File: src/rtl/pipeline_stall_ctrl.sv
// Pipeline stall/flush controller: memory-wait FSM with timeout, branch flush and hazard bubble.
// Define PIPELINE_STALL_CTRL_STATS_EN to build the hazard/memory-stall/flush statistics counters.
module pipeline_stall_ctrl #(
    parameter int WAIT_LIMIT = 15,
    parameter int CNT_W      = 16
) (
    input  logic             clk,
    input  logic             rst,
    input  logic             hazardIn,
    input  logic             branchTakenIn,
    input  logic             memReqIn,
    input  logic             memReadyIn,
    output logic             pcFreezeOut,
    output logic             ifIdFreezeOut,
    output logic             ifIdFlushOut,
    output logic             idExeFlushOut,
    output logic             backFreezeOut,
    output logic             memTimeoutOut,
    output logic [CNT_W-1:0] hazardCntOut,
    output logic [CNT_W-1:0] memStallCntOut,
    output logic [CNT_W-1:0] flushCntOut,
    output logic [1:0]       stateDbgOut
);

    localparam int WCW = $clog2(WAIT_LIMIT + 1);

    typedef enum logic [1:0] {
        IDLE     = 2'd0,
        MEM_WAIT = 2'd1,
        TIMEOUT  = 2'd2
    } state_t;

    state_t         state_q, state_d;
    logic [WCW-1:0] wait_q, wait_d;
    logic           mem_stall;
    logic           branch_apply;
    logic           hazard_apply;

    assign mem_stall     = memReqIn & ~memReadyIn;
    assign memTimeoutOut = (state_q == TIMEOUT);
    assign stateDbgOut   = state_q;

    always_ff @(posedge clk) begin
        if (rst) begin
            state_q <= IDLE;
            wait_q  <= '0;
        end else begin
            state_q <= state_d;
            wait_q  <= wait_d;
        end
    end

    always_comb begin
        state_d       = state_q;
        wait_d        = wait_q;
        pcFreezeOut   = 1'b0;
        ifIdFreezeOut = 1'b0;
        ifIdFlushOut  = 1'b0;
        idExeFlushOut = 1'b0;
        backFreezeOut = 1'b0;
        branch_apply  = 1'b0;
        hazard_apply  = 1'b0;

        case (state_q)
            IDLE: begin
                if (mem_stall) begin
                    state_d = MEM_WAIT;
                    wait_d  = WCW'(1);
                end
            end
            MEM_WAIT: begin
                // A dropped request is an aborted access, treated like completion.
                if (memReadyIn || !memReqIn) begin
                    state_d = IDLE;
                    wait_d  = '0;
                end else if (wait_q == WCW'(WAIT_LIMIT)) begin
                    state_d = TIMEOUT;
                    wait_d  = '0;
                end else begin
                    wait_d = wait_q + WCW'(1);
                end
            end
            TIMEOUT: state_d = TIMEOUT;
            default: begin
                state_d = IDLE;
                wait_d  = '0;
            end
        endcase

        if (rst) begin
            pcFreezeOut = 1'b0;
        end else if (state_q == TIMEOUT || mem_stall) begin
            pcFreezeOut   = 1'b1;
            ifIdFreezeOut = 1'b1;
            backFreezeOut = 1'b1;
        end else if (branchTakenIn) begin
            ifIdFlushOut  = 1'b1;
            idExeFlushOut = 1'b1;
            branch_apply  = 1'b1;
        end else if (hazardIn) begin
            pcFreezeOut   = 1'b1;
            ifIdFreezeOut = 1'b1;
            idExeFlushOut = 1'b1;
            hazard_apply  = 1'b1;
        end
    end

`ifdef PIPELINE_STALL_CTRL_STATS_EN
    localparam logic [CNT_W-1:0] CNT_MAX = '1;

    logic [CNT_W-1:0] hazard_cnt_q, mem_cnt_q, flush_cnt_q;

    // Counters saturate rather than wrap so long runs stay meaningful.
    always_ff @(posedge clk) begin
        if (rst) begin
            hazard_cnt_q <= '0;
            mem_cnt_q    <= '0;
            flush_cnt_q  <= '0;
        end else begin
            if (hazard_apply && hazard_cnt_q != CNT_MAX) hazard_cnt_q <= hazard_cnt_q + CNT_W'(1);
            if (backFreezeOut && mem_cnt_q != CNT_MAX) mem_cnt_q <= mem_cnt_q + CNT_W'(1);
            if (branch_apply && flush_cnt_q != CNT_MAX) flush_cnt_q <= flush_cnt_q + CNT_W'(1);
        end
    end

    assign hazardCntOut   = hazard_cnt_q;
    assign memStallCntOut = mem_cnt_q;
    assign flushCntOut    = flush_cnt_q;
`else
    logic unused_apply;
    assign unused_apply   = hazard_apply ^ branch_apply;
    assign hazardCntOut   = '0;
    assign memStallCntOut = '0;
    assign flushCntOut    = '0;
`endif

endmodule

File: config.mk
export PLATFORM = sky130hd
export DESIGN_NAME = pipeline_stall_ctrl
export DESIGN_NICKNAME = d
export VERILOG_FILES = /design/src/rtl/pipeline_stall_ctrl.sv
export SDC_FILE = /design/constraint.sdc
export NUM_CORES = 1
export LEC_CHECK = 0
export ABC_AREA = 1
export CORE_MARGIN = 2
export CORE_UTILIZATION = 35
export DETAILED_ROUTE_END_ITERATION = 10
export GPL_TIMING_DRIVEN = 0
export PLACE_DENSITY = 0.95
export SYNTH_ARGS = -nofsm -noshare
export SYNTH_HDL_FRONTEND = slang
export SYNTH_SLANG_ARGS = --single-unit
File: constraint.sdc
create_clock -name clk -period 3.58 [get_ports clk]
set_clock_uncertainty 0.1 [all_clocks]
set_input_delay 0.716 -clock clk [delete_from_list [all_inputs] [get_ports clk]]
set_output_delay 0.716 -clock clk [all_outputs]
set_load 0.01 [all_outputs]
==> results of run 1 <==
-- path summary, 6_finish.rpt --
check,startpoint,end,slack (ns),depth (start not counted)
hold reg to reg,wait_q[1]$_SDFFE_PP0P_,wait_q[1]$_SDFFE_PP0P_,0.41,2
setup reg to reg,wait_q[1]$_SDFFE_PP0P_,wait_q[3]$_SDFFE_PP0P_,2.44,8
hold / removal,wait_q[1]$_SDFFE_PP0P_,wait_q[1]$_SDFFE_PP0P_,0.41,2
setup / recovery,memReqIn,pcFreezeOut,0.42,7
-- sequential cells by signal, indices dropped and copies added (netlist names) --
register,cells
wait_q,4
stateDbgOut,2
-- kinds of logic after synthesis --
family / share of synthesized area, %
fa+ha+maj: 1.67
compound gates: 6.01
buf+inv: 55.6
simple gates: 20.2
flops: 16.0
other cells: 0.500
-- placed cells by master (no fill, tap or decap) --
cell type | synthesis | layout
nor2_1 | 6 | 6
nand2_2 | 4 | 4
clkdlybuf4s50_1 | 0 | 12
o21ai_0 | 2 | 2
dfxtp_1 | 6 | 6
clkinv_1 | 1 | 1
ha_1 | 1 | 1
inv_1 | 10 | 10
clkbuf_4 | 0 | 3
nor2_4 | 1 | 1
nor3_1 | 1 | 1
nand2_1 | 14 | 14
buf_4 | 50 | 50
conb_1 | 1 | 48
nand3_1 | 7 | 7
a21oi_1 | 7 | 7
-- power by group through the flow --
stage               Clock, mW  Combinational (mW)  Sequential, mW
detailed placement          0              0.0921          0.0710
floorplan                   0              0.0775          0.0711
CTS                    0.0633              0.0924          0.0698
global route           0.0665               0.104          0.0701
global placement            0              0.0920          0.0710
finish                 0.0623              0.0947          0.0699
-- layout make-up --
| cell class | count | share of cell area [%] |
|---|---|---|
| plain buffers | 50 | 34.1 |
| clock buffers | 3 | 2.04 |
| inverters | 11 | 3.75 |
| multi-input cells | 91 | 35.3 |
| flip-flops and latches | 6 | 10.9 |
| well taps | 27 | 3.06 |
| repair buffers | 12 | 10.9 |
-- critical path, stage by stage --
cell and delay, ns:
clkdlybuf4s50_1 0.49, nand2_2 0.10, nand2_1 0.13, inv_1 0.07
a21oi_1 0.18, buf_4 0.14, clkdlybuf4s50_1 0.52
-- layer usage --
layer  routed length (µm)  up-vias  part of all wire (%)
li1                     -      373                     -
met1                  429      254                    35
met2                  612       41                    50
met3                  146        4                    12
met4                   33        0                   2.7
met5                    0        -                     0
-- metrics by stage --
| step | std cells | cell area (µm²) | worst slack [ns] | power [mW] |
|---|---|---|---|---|
| after floorplan | 158 | 926 | 1.35 | 0.149 |
| after global placement | 197 | 1080 | 0.451 | 0.163 |
| after detailed placement | 197 | 1080 | 0.437 | 0.163 |
| after CTS | 200 | 1100 | 0.418 | 0.226 |
| after global routing | 200 | 1100 | 0.366 | 0.240 |
| final | 200 | 1100 | 0.422 | 0.227 |
==> summary.md, run 1 <==
| Metric | Value |
|---|---|
| Status | finished, final reports clean |
| Gr usage total | 9.92% |
| Met2 Track Usage GR | 20.2% |
| Seq/Total Area, Yosys | 16.0% |
| Core area | roughly 2000 µm² |
| Met3 usage | 2.38% |
| Die height | 50.3 µm |
| Yosys top cell by area | buf_4 |
| Max Buffers Root-to-Sink | 2 |
| Drt total wl | 1220 µm |
| Setup violations, final | 0 |
| I/O pin cnt | 62 |
| LEAKAGE | 0.660 nW |
| Clock Latency Late Sink | 0.25 ns |
| Count leader, synth | buf_4 |
| Initial DRT Pass Iterations | 4 |
| Die area | 2530 µm² |
| Root buffer cell | clkbuf_4 |
| Ranking of synthesized cells by area | buf_4 (50%), dfxtp_1 (16%), nand2_1 (7.0%) |
| Register bit total from synthesis | 6 |
| Synth cell types | 14 |
| CTS sink cnt | 6 |
| Htree depth | 1 |
| Final-stage net count | 182 |
| RSZ-0062 raised after global routing | false |
| GR peak layer | met2 |
| Hold Vio Cnt, Final | 0 |
| Post-layout min period | 3.16 ns |
| Port Buf Inserts | 12 |
| Clk slew on worst S/H paths | 0.04 ns |
| Register area | 120 µm² |
| Initial DRC count | 9 |
| Max Cap Viol | 0 |
| Psw | 0.0702 mW |
| Total grt overflow | 0 |
| Sequential share of power | 30.8% |
| Syn avg cell area | 6.75 µm² |
| Drt drc | 0 |
| Antenna violation net count after detailed routing | 0 |
| Top cells by count, synth | buf_4 (50), nand2_1 (14), inv_1 (10) |
| Die Wd | 50.3 µm |
| Max Slew Vio Count | 0 |
| Setup TNS | 0 ns |
| Hold Buf Count CTS | 0 |
| GPL Wtd Cong | 0.860 |
| Worst Path Max Fanout | 4 |
| Sw Ratio | between 30 and 40% |
| WP data arrival | 2.34 ns |
| DR WL/cell | 6.11 µm |
| Main synth FF type | dfxtp_1 |
| Mapped Area | 749 µm² |
| Initial core utilization | 37.8% |
| Avg Vias per Cell | 3.36 |
| Detailed Place HPWL | 1120 µm |
| Async SR Flop Fraction | 0% |
| Routing usage on met1 | 7.41% |
| Cts repair resizes | 0 |
| Critical setup path kind | in2out |
| CTS tree | yes |
| Layout cells sized above 1 | between 30% and 40% |
| Rows | 16 |
| Final worst path period share | around 88% |
| Cells after Synth | 111 |
| Max IR drop VDD | 0.178 mV |
| Fill count | ~190 |
| Worst Path Required | 2.76 ns |
| TritonCTS buffer count | 3 |
| Routed via count | 672 |
| Yosys warns | 0 |
| Logic gate share of total power | between 40% and 50% |
| CP Launch Type | primary input |
| Worst Hold Class | reg2reg |
| Inserted Diodes | 0 |
| P_int | roughly 0.16 mW |
| Clock share of power | about 28% |
| Fmax | 0.317 GHz |
| Pwr Density | about 210 nW/µm² |
| Largest net degree at the start of global routing | 9 |
| Yosys top cell area share | 50.1% |
| Footprint of the multi-input gates | 389 µm² |
| Fin util | 55.6% |
| Hold slack | roughly 0.41 ns |
| CP Capture Type | output port |
| Vias in the first global route | 537 |
| Antenna violations before repair | 0 |
| Number of setup buffers added after CTS | 0 |
| First-pass GRT wire length | 1890 µm |
| Post-synth EDFFs | 0 |
| Synthesis-to-finish area growth | 47.1% |
Note: power is estimated with default switching activity, not from simulation.
==> run 2: changes to the inputs <==
- CORE_MARGIN: 2 -> default
==> run 2 against run 1 <==
  * Sequential power about the same
  * Non-clock buffer count unchanged
  * Critical path type unchanged
  * Total power down 0.30%
  * Clock power down 2%
  * Register-to-register slack about the same
  * Largest cell class unchanged
  * Core utilization unchanged
  * Fmax up 0.44%
==> summary.md, run 2 (synthesis results as in run 1) <==
| Metric | Value |
|---|---|
| Synthesis-to-finish area growth | 47.1% (unchanged) |
| Fmax | 0.318 GHz (+0.44%) |
| Max Cap Viol | 0 (unchanged) |
| Total grt overflow | 0 (unchanged) |
| Max Slew Vio Count | 0 (unchanged) |
| Die height | 48.3 µm (-4.0%) |
| Max reg flops | 4 (unchanged) |
| Rows | 16 (unchanged) |
| Pre-CTS WS | 0.448 ns (+0.0111 ns) |
| Number of setup buffers added after CTS | 0 (unchanged) |
| Most flops, register | wait_q |
| Setup violations, final | 0 (unchanged) |
| Root buffer cell | clkbuf_4 |
| Largest net degree at the start of global routing | 9 (unchanged) |
| Worst Path Required | 2.76 ns (about the same) |
| Antenna violations before repair | 0 (unchanged) |
| Initial core utilization | 37.8% (unchanged) |
| Worst Hold Class | reg2reg |
| TritonCTS buffer count | 3 (unchanged) |
| WP data arrival | 2.33 ns (about the same) |
| RSZ-0062 raised after global routing | false |
| Inserted Diodes | 0 (unchanged) |
| Hold Vio Cnt, Final | 0 (unchanged) |
| Port Buf Inserts | 12 (unchanged) |
| Final worst path period share | 87.8% (-0.39 points) |
| Hold Buf Count CTS | 0 (unchanged) |
| GPL Wtd Cong | 0.878 (+2.0%) |
| Status | finished, final reports clean |
| Design area | 1100 µm² (unchanged) |
| Worst setup margin | 0.436 ns (+0.0138 ns) |
| Fin util | 55.6% (unchanged) |
| Worst Path Max Fanout | 4 (unchanged) |
| Pwr Density | 205 nW/µm² (-0.30%) |
| I/O pin cnt | 62 (unchanged) |
| Initial DRC count | 7 (-2) |
| Core area | 1980 µm² (unchanged) |
| Drt total wl | 1290 µm (+5.4%) |
| Final-stage net count | 182 (unchanged) |
| Post-DP Area | 1080 µm² (unchanged) |
| First-pass GRT wire length | 1860 µm (-1.8%) |
| Gr usage total | 11.7% (+1.8 points) |
| CTS sink cnt | 6 (unchanged) |
| Max IR drop VDD | 0.166 mV (-6.7%) |
| Commonest non-fill, non-tap cell in the layout | buf_4 |
| Avg Vias per Cell | 3.36 (-0.15%) |
| Max Buffers Root-to-Sink | 2 (unchanged) |
| Drt drc | 0 (unchanged) |
| CTS tree | yes |
| Commonest cells after routing, fill and taps aside | buf_4 (50), conb_1 (48), nand2_1 (14) |
| Critical setup path kind | in2out |
| LEAKAGE | 0.660 nW (unchanged) |
| Cts repair resizes | 0 (unchanged) |
| Layout cells sized above 1 | 33.5% (unchanged) |
| Routed via count | 671 (-0.15%) |
| Setup TNS | 0 ns (unchanged) |
| CP Launch Type | primary input |
| Detailed Place HPWL | 1140 µm (+2.2%) |
| Initial DRT Pass Iterations | 2 (-2) |
| Vias in the first global route | 491 (-8.6%) |
| DR WL/cell | 6.44 µm (+5.4%) |
| Die area | 2330 µm² (-7.8%) |
| Htree depth | 1 (unchanged) |
| CP Capture Type | output port |
| Clock Latency Late Sink | 0.25 ns (about the same) |
| Die Wd | 48.3 µm (-4.0%) |
| Antenna violation net count after detailed routing | 0 (unchanged) |
| Post-layout min period | 3.14 ns (-0.0138 ns) |
| Clk slew on worst S/H paths | 0.04 ns (about the same) |
[run 2: metrics by stage]
stage	hold slack (ns)	total power [mW]	std cells
floorplan	0.373	0.149	158
global placement	0.399	0.163	197
detailed placement	0.410	0.164	197
CTS	0.417	0.225	200
global route	0.450	0.242	200
finish	0.423	0.226	200
[run 2: layout make-up]
type | count | area, µm²
plain buffers | 50 | 375
clock buffers | 3 | 22.5
fillers | 190 | 880
inverters | 11 | 41.3
multi-input cells | 91 | 389
flip-flops and latches | 6 | 120
well taps | 27 | 33.8
repair buffers | 12 | 120
[run 2: routing by layer]
metal / share of wire (%) / vias up / GRT usage, %
met2: 50 / 34 / 20.5
met1: 37 / 265 / 11.3
met4: 2.6 / 0 / 8.33
met5: 0 / - / 0
met3: 10 / 5 / 4.07
li1: - / 367 / -
[run 2: critical path, cell delays in order]
cell and delay (ns):
clkdlybuf4s50_1 0.49, nand2_2 0.11, nand2_1 0.13, inv_1 0.07, a21oi_1 0.16, buf_4 0.13
clkdlybuf4s50_1 0.52
[run 2: path summary, 6_finish.rpt]
| path | cells past startpoint | slack [ns] | endpoint | startpoint |
|---|---|---|---|---|
| setup / recovery | 7 | 0.44 | pcFreezeOut | memReqIn |
| hold reg to reg | 2 | 0.42 | wait_q[2]$_SDFFE_PP0P_ | wait_q[2]$_SDFFE_PP0P_ |
| setup reg to reg | 8 | 2.43 | wait_q[3]$_SDFFE_PP0P_ | wait_q[1]$_SDFFE_PP0P_ |
| hold / removal | 2 | 0.42 | wait_q[2]$_SDFFE_PP0P_ | wait_q[2]$_SDFFE_PP0P_ |
[run 2: power breakdown]
group	switching, mW	total (mW)	internal, mW
Sequential	0.00129	0.0700	0.0687
Combinational	0.0450	0.0950	0.0501
Clock	0.0233	0.0611	0.0378
Total	0.0695	0.226	0.157
==> run 3: changes to the inputs <==
- CTS_CLUSTER_SIZE: default -> 14
==> results of run 3 <==
Final layout, timing and power as in run 2 (identical DEF).
